**src/rtl/prog_freq_divider.sv**
```systemverilog
// -----------------------------------------------------------------------------
// prog_freq_divider
//
// Runtime-programmable frequency divider. The counter runs 0..N-1, where N is
// the active divisor (div_act). A new divisor is captured into a shadow
// register by a load strobe and is only promoted to div_act at a wrap. This
// keeps every output period whole: a period never gets cut short or stretched
// part-way through.
//
// Output modes (mode is sampled on every enabled edge):
//   mode = 0 : toggle. fout inverts on each wrap, giving a 50% duty output
//              with a period of 2*div_act.
//   mode = 1 : pulse. fout is a one-cycle strobe in the cycle after tc,
//              repeating every div_act cycles.
//
// Ports:
//   clk      in   system clock, rising edge
//   reset    in   synchronous reset, active low
//   en       in   count enable; 0 freezes count, fout and div_act
//   mode     in   0 = toggle output, 1 = pulse output
//   load     in   one-cycle strobe; captures div_val (accepted regardless of en)
//   div_val  in   requested divisor; 0 and 1 are clamped to 2
//   count    out  current counter value
//   tc       out  terminal count, combinational: en & (count == div_act-1)
//   fout     out  divided output, registered
//   pend     out  registered; 1 while a loaded divisor waits for a wrap
// -----------------------------------------------------------------------------
module prog_freq_divider #(
    parameter int WIDTH       = 4,
    parameter int DEFAULT_DIV = 6
) (
    input  logic             clk,
    input  logic             reset,
    input  logic             en,
    input  logic             mode,
    input  logic             load,
    input  logic [WIDTH-1:0] div_val,
    output logic [WIDTH-1:0] count,
    output logic             tc,
    output logic             fout,
    output logic             pend
);

    localparam logic [WIDTH-1:0] RST_DIV = WIDTH'(DEFAULT_DIV);
    localparam logic [WIDTH-1:0] MIN_DIV = WIDTH'(2);

    logic [WIDTH-1:0] r_count;
    logic [WIDTH-1:0] r_div_act;
    logic [WIDTH-1:0] r_shadow;
    logic             r_fout;
    logic             r_pend;

    logic [WIDTH-1:0] w_div_clamped;
    logic             w_last;
    logic             w_wrap;

    // Divisors below 2 would make the counter degenerate (no toggle period,
    // or a wrap every cycle with no room for the pulse to fall), so they are
    // raised to 2 on capture.
    assign w_div_clamped = (div_val < MIN_DIV) ? MIN_DIV : div_val;

    // div_act is always >= 2, so div_act-1 never underflows.
    assign w_last = (r_count == (r_div_act - WIDTH'(1)));
    assign w_wrap = en & w_last;

    always_ff @(posedge clk) begin
        if (!reset) begin
            r_count   <= '0;
            r_div_act <= RST_DIV;
            r_shadow  <= RST_DIV;
            r_fout    <= 1'b0;
            r_pend    <= 1'b0;
        end else begin
            // The shadow follows load whether or not the counter is enabled;
            // the last load before a wrap wins.
            if (load) begin
                r_shadow <= w_div_clamped;
            end

            if (w_wrap) begin
                r_count <= '0;
                // A load landing exactly on the wrap bypasses the shadow so
                // the new divisor applies to the very next period.
                r_div_act <= load ? w_div_clamped : r_shadow;
                r_pend    <= 1'b0;
            end else begin
                if (en) begin
                    r_count <= r_count + WIDTH'(1);
                end
                if (load) begin
                    r_pend <= 1'b1;
                end
            end

            // fout only moves on enabled edges. In toggle mode it flips at a
            // wrap; in pulse mode it mirrors the wrap, which also clears a
            // leftover high level inherited from toggle mode.
            if (en) begin
                if (mode) begin
                    r_fout <= w_wrap;
                end else if (w_wrap) begin
                    r_fout <= ~r_fout;
                end
            end
        end
    end

    assign count = r_count;
    assign tc    = w_wrap;
    assign fout  = r_fout;
    assign pend  = r_pend;

endmodule
```
**config.mk**
```make
export PLATFORM = sky130hd
export DESIGN_NAME = prog_freq_divider
export DESIGN_NICKNAME = d
export VERILOG_FILES = /design/src/rtl/prog_freq_divider.sv
export SDC_FILE = /design/constraint.sdc
export NUM_CORES = 1
export LEC_CHECK = 0
export BUFFER_PORTS_ARGS = -buffer_cell sky130_fd_sc_hd__buf_2
export CAP_MARGIN = 20
export CORE_MARGIN = 5
export CORE_UTILIZATION = 30
export DETAILED_ROUTE_END_ITERATION = 7
export PLACE_DENSITY = 0.46
export SYNTH_ARGS = -nofsm -noshare
export SYNTH_HDL_FRONTEND = slang
export SYNTH_SLANG_ARGS = --single-unit
```
**constraint.sdc**
```tcl
create_clock -name clk -period 2.15 [get_ports clk]
set_input_delay 0 -clock clk [delete_from_list [all_inputs] [get_ports clk]]
set_output_delay 0 -clock clk [all_outputs]
set_load 0.005 [all_outputs]
```
Word-level counts from Yosys, hierarchy flattened
Index checks and enable logic that the tools add are counted.
W data, S select, Z words.
{ "op_classes": {"eq_ne": 1, "muxes": 4, "order_cmp": 1, "reduce_logical": 3, "bitwise_logic": 3, "add_sub_neg": 2} }
{ "op_table": {"columns": ["operator", "count"], "rows": [
  ["$mux W4", 2],
  ["$add A4 B1 Y4 const B", 1],
  ["$eq A4 B4 Y1", 1],
  ["$lt A4 B2 Y1 const B", 1],
  ["$sub A4 B1 Y4 const B", 1],
  ["$mux W1", 2],
  ["$not A1 Y1", 2],
  ["$reduce_and A2 Y1", 1],
  ["$reduce_bool A2 Y1", 1],
  ["$reduce_or A2 Y1", 1],
  ["$and A1 B1 Y1", 1]
]} }
{ "word_totals": {"register_bits": 14, "out_inout_bits": 7} }

Longest topological paths before layout
{ "logic_depth": {"word_depth": 5, "mapped_depth": 7, "ltp_nobuf": 6} }

Worst setup path after synthesis
OpenSTA, ideal clock, no wires.
{ "synth_path": {"kind": "register to register", "startpoint": "register r_div_act[0]", "endpoint": "register r_div_act[1]", "setup_ps": 121, "slack_ps": 442, "arrival_ps": 1587, "path_buffers": 1, "path_stages_with_launch": 8, "cell_sequence": "dfxtp_1 -> inv_1 -> ha_1 -> xor2_1 -> nand3_1 -> nor3_2 -> buf_6 -> mux2_4"} }
{ "synth_between": {"elab_chain_cells": 3} }
{ "synth_rtl": {"columns": ["element", "line", "text"], "rows": [
  ["from (decl)", "48", "logic [WIDTH-1:0] r_div_act;"],
  ["from (signal assigned)", "84", "r_div_act <= load ? w_div_clamped : r_shadow;"],
  ["$sub A4 B1 Y4", "63", "assign w_last = (r_count == (r_div_act - WIDTH'(1)));"],
  ["$eq A4 B4 Y1", "63", null],
  ["$and A1 B1 Y1", "64", "assign w_wrap = en & w_last;"],
  ["net tc", "39", "output logic tc,"]
]} }
The timed path passes the listed nets, and every way through them passes these cells.
A chain may end at the register's enable or synchronous reset.

Final worst setup path
{ "layout_path": {"startpoint": "register r_div_act[0]", "endpoint": "register r_div_act[2]"} }
{ "layout_between": {"elab_chain_cells": 3} }
{ "layout_rtl": {"columns": ["element", "line"], "rows": [
  ["$sub A4 B1 Y4", "63"],
  ["$eq A4 B4 Y1", "63"],
  ["$and A1 B1 Y1", "64"]
]} }
No other way between the ends.

==> results.txt <==
----------------------------------------------------
[Yosys]
  Leading post-synthesis cells by cell area ... sky130_fd_sc_hd__dfxtp_1, sky130_fd_sc_hd__mux2i_1, sky130_fd_sc_hd__nor3b_1, sky130_fd_sc_hd__xnor2_1, sky130_fd_sc_hd__xor2_1
  Fraction of registers with async set or reset after synthesis ... 0%
  Cell types with the highest counts after synthesis ... sky130_fd_sc_hd__dfxtp_1, sky130_fd_sc_hd__nand2_1, sky130_fd_sc_hd__nor3b_1
  Syn Std Cell Area ... 669 sq um
  Post-synthesis net count ... 79
  Fraction of the yosys area taken by sequential cells ... 41.9%
  Number of storage elements in the synthesis netlist ... 14
  Count of different cell masters after synthesis ... 23
  Main synth FF type ... sky130_fd_sc_hd__dfxtp_1
  Synthesized instance count ... 68
  Cell with the most instances after synthesis ... sky130_fd_sc_hd__dfxtp_1
  Area share of the leading cell type in the synthesized netlist ... 41.9%
  Yosys warning count ... 0
  Post-synthesis area per instance ... 9.84 sq um
  Largest area contributor in the synthesized netlist ... sky130_fd_sc_hd__dfxtp_1
  Number of enable-type register cells in the synthesized netlist ... 0

[Setup path]
  Critical path capture point type ... flop
  Startpoint types ... flop
  Worst setup path end ... r_div_act[2]
  Worst Path Required ... 2.32 ns
  Longest individual stage delay on the worst path ... 0.39 ns
  Critical Path Slowest Stage Cell ... sky130_fd_sc_hd__dfxtp_1
  Maximum fanout encountered on the critical timing path ... 7
  Kind of critical path ... flop to flop
  Worst reg-to-reg setup slack ... 0.32 ns
  Critical path, cell by cell ... inv_1 -> ha_1 -> xor2_1 -> nand3_1 -> nor3_2 -> buf_4 -> mux2_2
  Critical path origin ... r_div_act[0]
  Worst reg-to-reg path cell count ... 7
  Beginning of the worst register-to-register path ... r_div_act[0]
  Critical R2R Capture ... r_div_act[2]
  Arrival time reported for the critical path endpoint ... 2.01 ns

[Clock tree]
  H-Tree Level Count ... 1
  CTS root buf ... sky130_fd_sc_hd__clkbuf_4
  Clock Tree Buf Depth ... 2
  TritonCTS clock tree ... yes
  Postcts setup bufs ... 0
  Clock transition time at the flip-flop clock pins of the worst setup and hold paths ... 0.09 ns
  CTS hold repair buffers ... 0
  Inserted Clock Buffers ... 3
  Number of sinks driven by the clock tree ... 14
  Gates resized, CTS repair ... 0
  Clock latency of the later-clocked register in the worst-skew pair ... 0.28 ns

[STA]
  Max-slew violation count ... 0
  Worst clock skew ... 0.000623 ns
  Worst Tran Pin Value ... 0.269 ns
  Number of setup violations in the final report ... 0
  Worst Hold Margin ... 0.00568 ns
  Unrepaired setup endpoints after global routing ... false
  Hold violation count in the final report ... 0
  Setup TNS Final ... 0 ns
  Post-route minimum period ... 1.83 ns
  Final Cycle Share ... 85.2%
  Max frequency ... 546 MHz
  Remaining max-slew budget at the tightest pin ... 81.9%

[Die]
  Die Ht ... 57.2 um
  Row count ... 17
  Initial core utilization ... 30.9%
  Die outline width ... 57.2 um
  Floorplan Core Area ... 2170 sq um
  Number of I/O pins ... 16
  Die area ... 3280 sq um

[Detailed routing]
  Antenna viol nets, final ... 0
  Wirelength per Cell ... 11.8 um
  Vias per std cell ... 4.42
  Total number of vias ... 499
  Count of routing violations after the opening detailed-route iteration ... 5
  Detailed-router iteration count before antenna repair ... 2
  Post-route DRC ... 0
  Final Routed Wirelength ... 1340 um

[Global routing]
  Number of global-route vias before repair ... 548
  Residual overflow from global routing ... 0
  Maximum number of pins on one net before global-route repair ... 16
  Initial antenna violation count ... 0
  Wire length of the first global-routing pass ... 2340 um
  Overall track demand over capacity in global routing ... 9.01%

[Cells and area]
  P&R area growth vs syn ... 20.7%
  Number of diodes ... 0
  Total area of sequential cells ... 280 sq um
  Fraction of the core area covered by cells at the end of the flow ... 37.3%
  Final Non-Filler Cells ... 113
  Count of filler cells inserted in the layout ... 249
  Share of cells above drive strength 1 ... 29.4%
  Area taken by multi-input logic gates ... 352 sq um
  Final-stage net count ... 97

[Flow run]
  Number of maximum-capacitance constraint violations ... 0

[Power and ir drop]
  PD cells ... 639 nW/um^2
  VDD IR-drop max ... 0.248 mV
  Pleak ... 0.349 nW
  Overall power of the completed layout ... 517 uW

[Run status]
  Result of the run ... complete, no violations

[Hold path]
  Classification of the worst-slack hold path ... primary input to flop

[Place]
  GP Congestion ... 0.682
  Number of placed instances with taps included ... 109
  Port Buf Inserts ... 15
  Detailed-placement wirelength estimate ... 975 um

----------------------------------------------------
cell type report:
class | instances | share of cell area, %
Multi-Input combinational cell | 46 | 43.5
Inverter | 4 | 1.86
Tap cell | 28 | 4.33
Sequential cell | 14 | 34.7
Clock buffer | 4 | 4.49
Timing Repair Buffer | 17 | 11.1
cell families (layout without fill, tap and decap cells):
| family | count (synthesis) | after routing | synth area share (%) |
|---|---|---|---|
| AND/OR/NAND/NOR | 23 | 23 | 19.4 |
| flip-flops | 14 | 14 | 41.9 |
| XOR/XNOR | 9 | 9 | 11.8 |
| multiplexers | 8 | 8 | 13.6 |
| buffers and inverters | 8 | 25 | 5.61 |
| AO/OA/AOI/OAI | 4 | 4 | 3.93 |
| adder cells (fa/ha/maj) | 2 | 2 | 3.74 |
worst max-delay path: cells and delay by family, from the launching register on:
family        cells  cell delay [ns]
flops             1             0.39
fa+ha+maj         1             0.30
mux               1             0.34
buf+inv           2             0.27
simple gates      2             0.30
xor+xnor          1             0.14
sequential cells by signal (all words and copies together) (netlist names):
register / flops
count: 4
r_div_act: 4
r_shadow: 4
fout: 1
pend: 1
placed cells by master (no fill, tap or decap):
cell                       Yosys  routed
sky130_fd_sc_hd__nor2b_1       1       1
sky130_fd_sc_hd__nor3_1        1       1
sky130_fd_sc_hd__a21boi_0      1       1
sky130_fd_sc_hd__xnor2_1       5       5
sky130_fd_sc_hd__ha_1          2       2
sky130_fd_sc_hd__nor2_1        3       3
sky130_fd_sc_hd__clkbuf_8      0       1
sky130_fd_sc_hd__nand2_1       6       6
sky130_fd_sc_hd__buf_2         0      15
sky130_fd_sc_hd__nand4_1       1       1
sky130_fd_sc_hd__nand2b_1      2       2
sky130_fd_sc_hd__inv_1         4       4
sky130_fd_sc_hd__mux2i_1       5       5
sky130_fd_sc_hd__o311ai_0      1       1
sky130_fd_sc_hd__and2_1        1       1
sky130_fd_sc_hd__nor3b_1       6       6
sky130_fd_sc_hd__mux2_4        2       2
sky130_fd_sc_hd__dfxtp_1      14      14
sky130_fd_sc_hd__nand3_1       1       1
sky130_fd_sc_hd__nor3_2        1       1
sky130_fd_sc_hd__xor2_1        4       4
sky130_fd_sc_hd__clkbuf_4      0       3
sky130_fd_sc_hd__buf_4         0       2
sky130_fd_sc_hd__mux2_2        1       1
sky130_fd_sc_hd__o21ai_0       2       2
report_power, final:
part | switching [mW] | total, mW | internal [mW] | leakage [nW]
logic | 0.0234 | 0.0477 | 0.0243 | 0.213
clock network | 0.0885 | 0.191 | 0.103 | 0.0210
registers | 0.00843 | 0.277 | 0.269 | 0.114
total | 0.120 | 0.517 | 0.396 | 0.349
per-stage QoR:
step | cell area, sq um | worst slack [ns]
floorplan | 669 | 0.442
finish | 808 | 0.319
CTS | 808 | 0.314
global placement | 772 | 0.396
global route | 808 | 0.226
detailed placement | 772 | 0.332
worst min path at each step:
stage,start,to,slack (ns),depth (start not counted)
finish,div_val[2],r_shadow[2],0.006,3
global route,div_val[2],r_shadow[2],0.03,3
CTS,div_val[2],r_shadow[2],0.009,3
detailed placement,div_val[2],r_shadow[2],0.31,3
global placement,div_val[2],r_shadow[2],0.30,3
floorplan,reset,r_shadow[1],0.11,1
metal layers:
| metal | track usage (%) | up-vias | routed length [um] |
|---|---|---|---|
| met1 | 11.7 | 234 | 648 |
| met2 | 14.7 | 7 | 651 |
| met5 | 0 | - | 0 |
| met3 | 2.04 | 0 | 38 |
| met4 | 2.98 | 0 | 0 |
| li1 | - | 258 | - |
No activity file was read; power rests on OpenSTA's default activity.
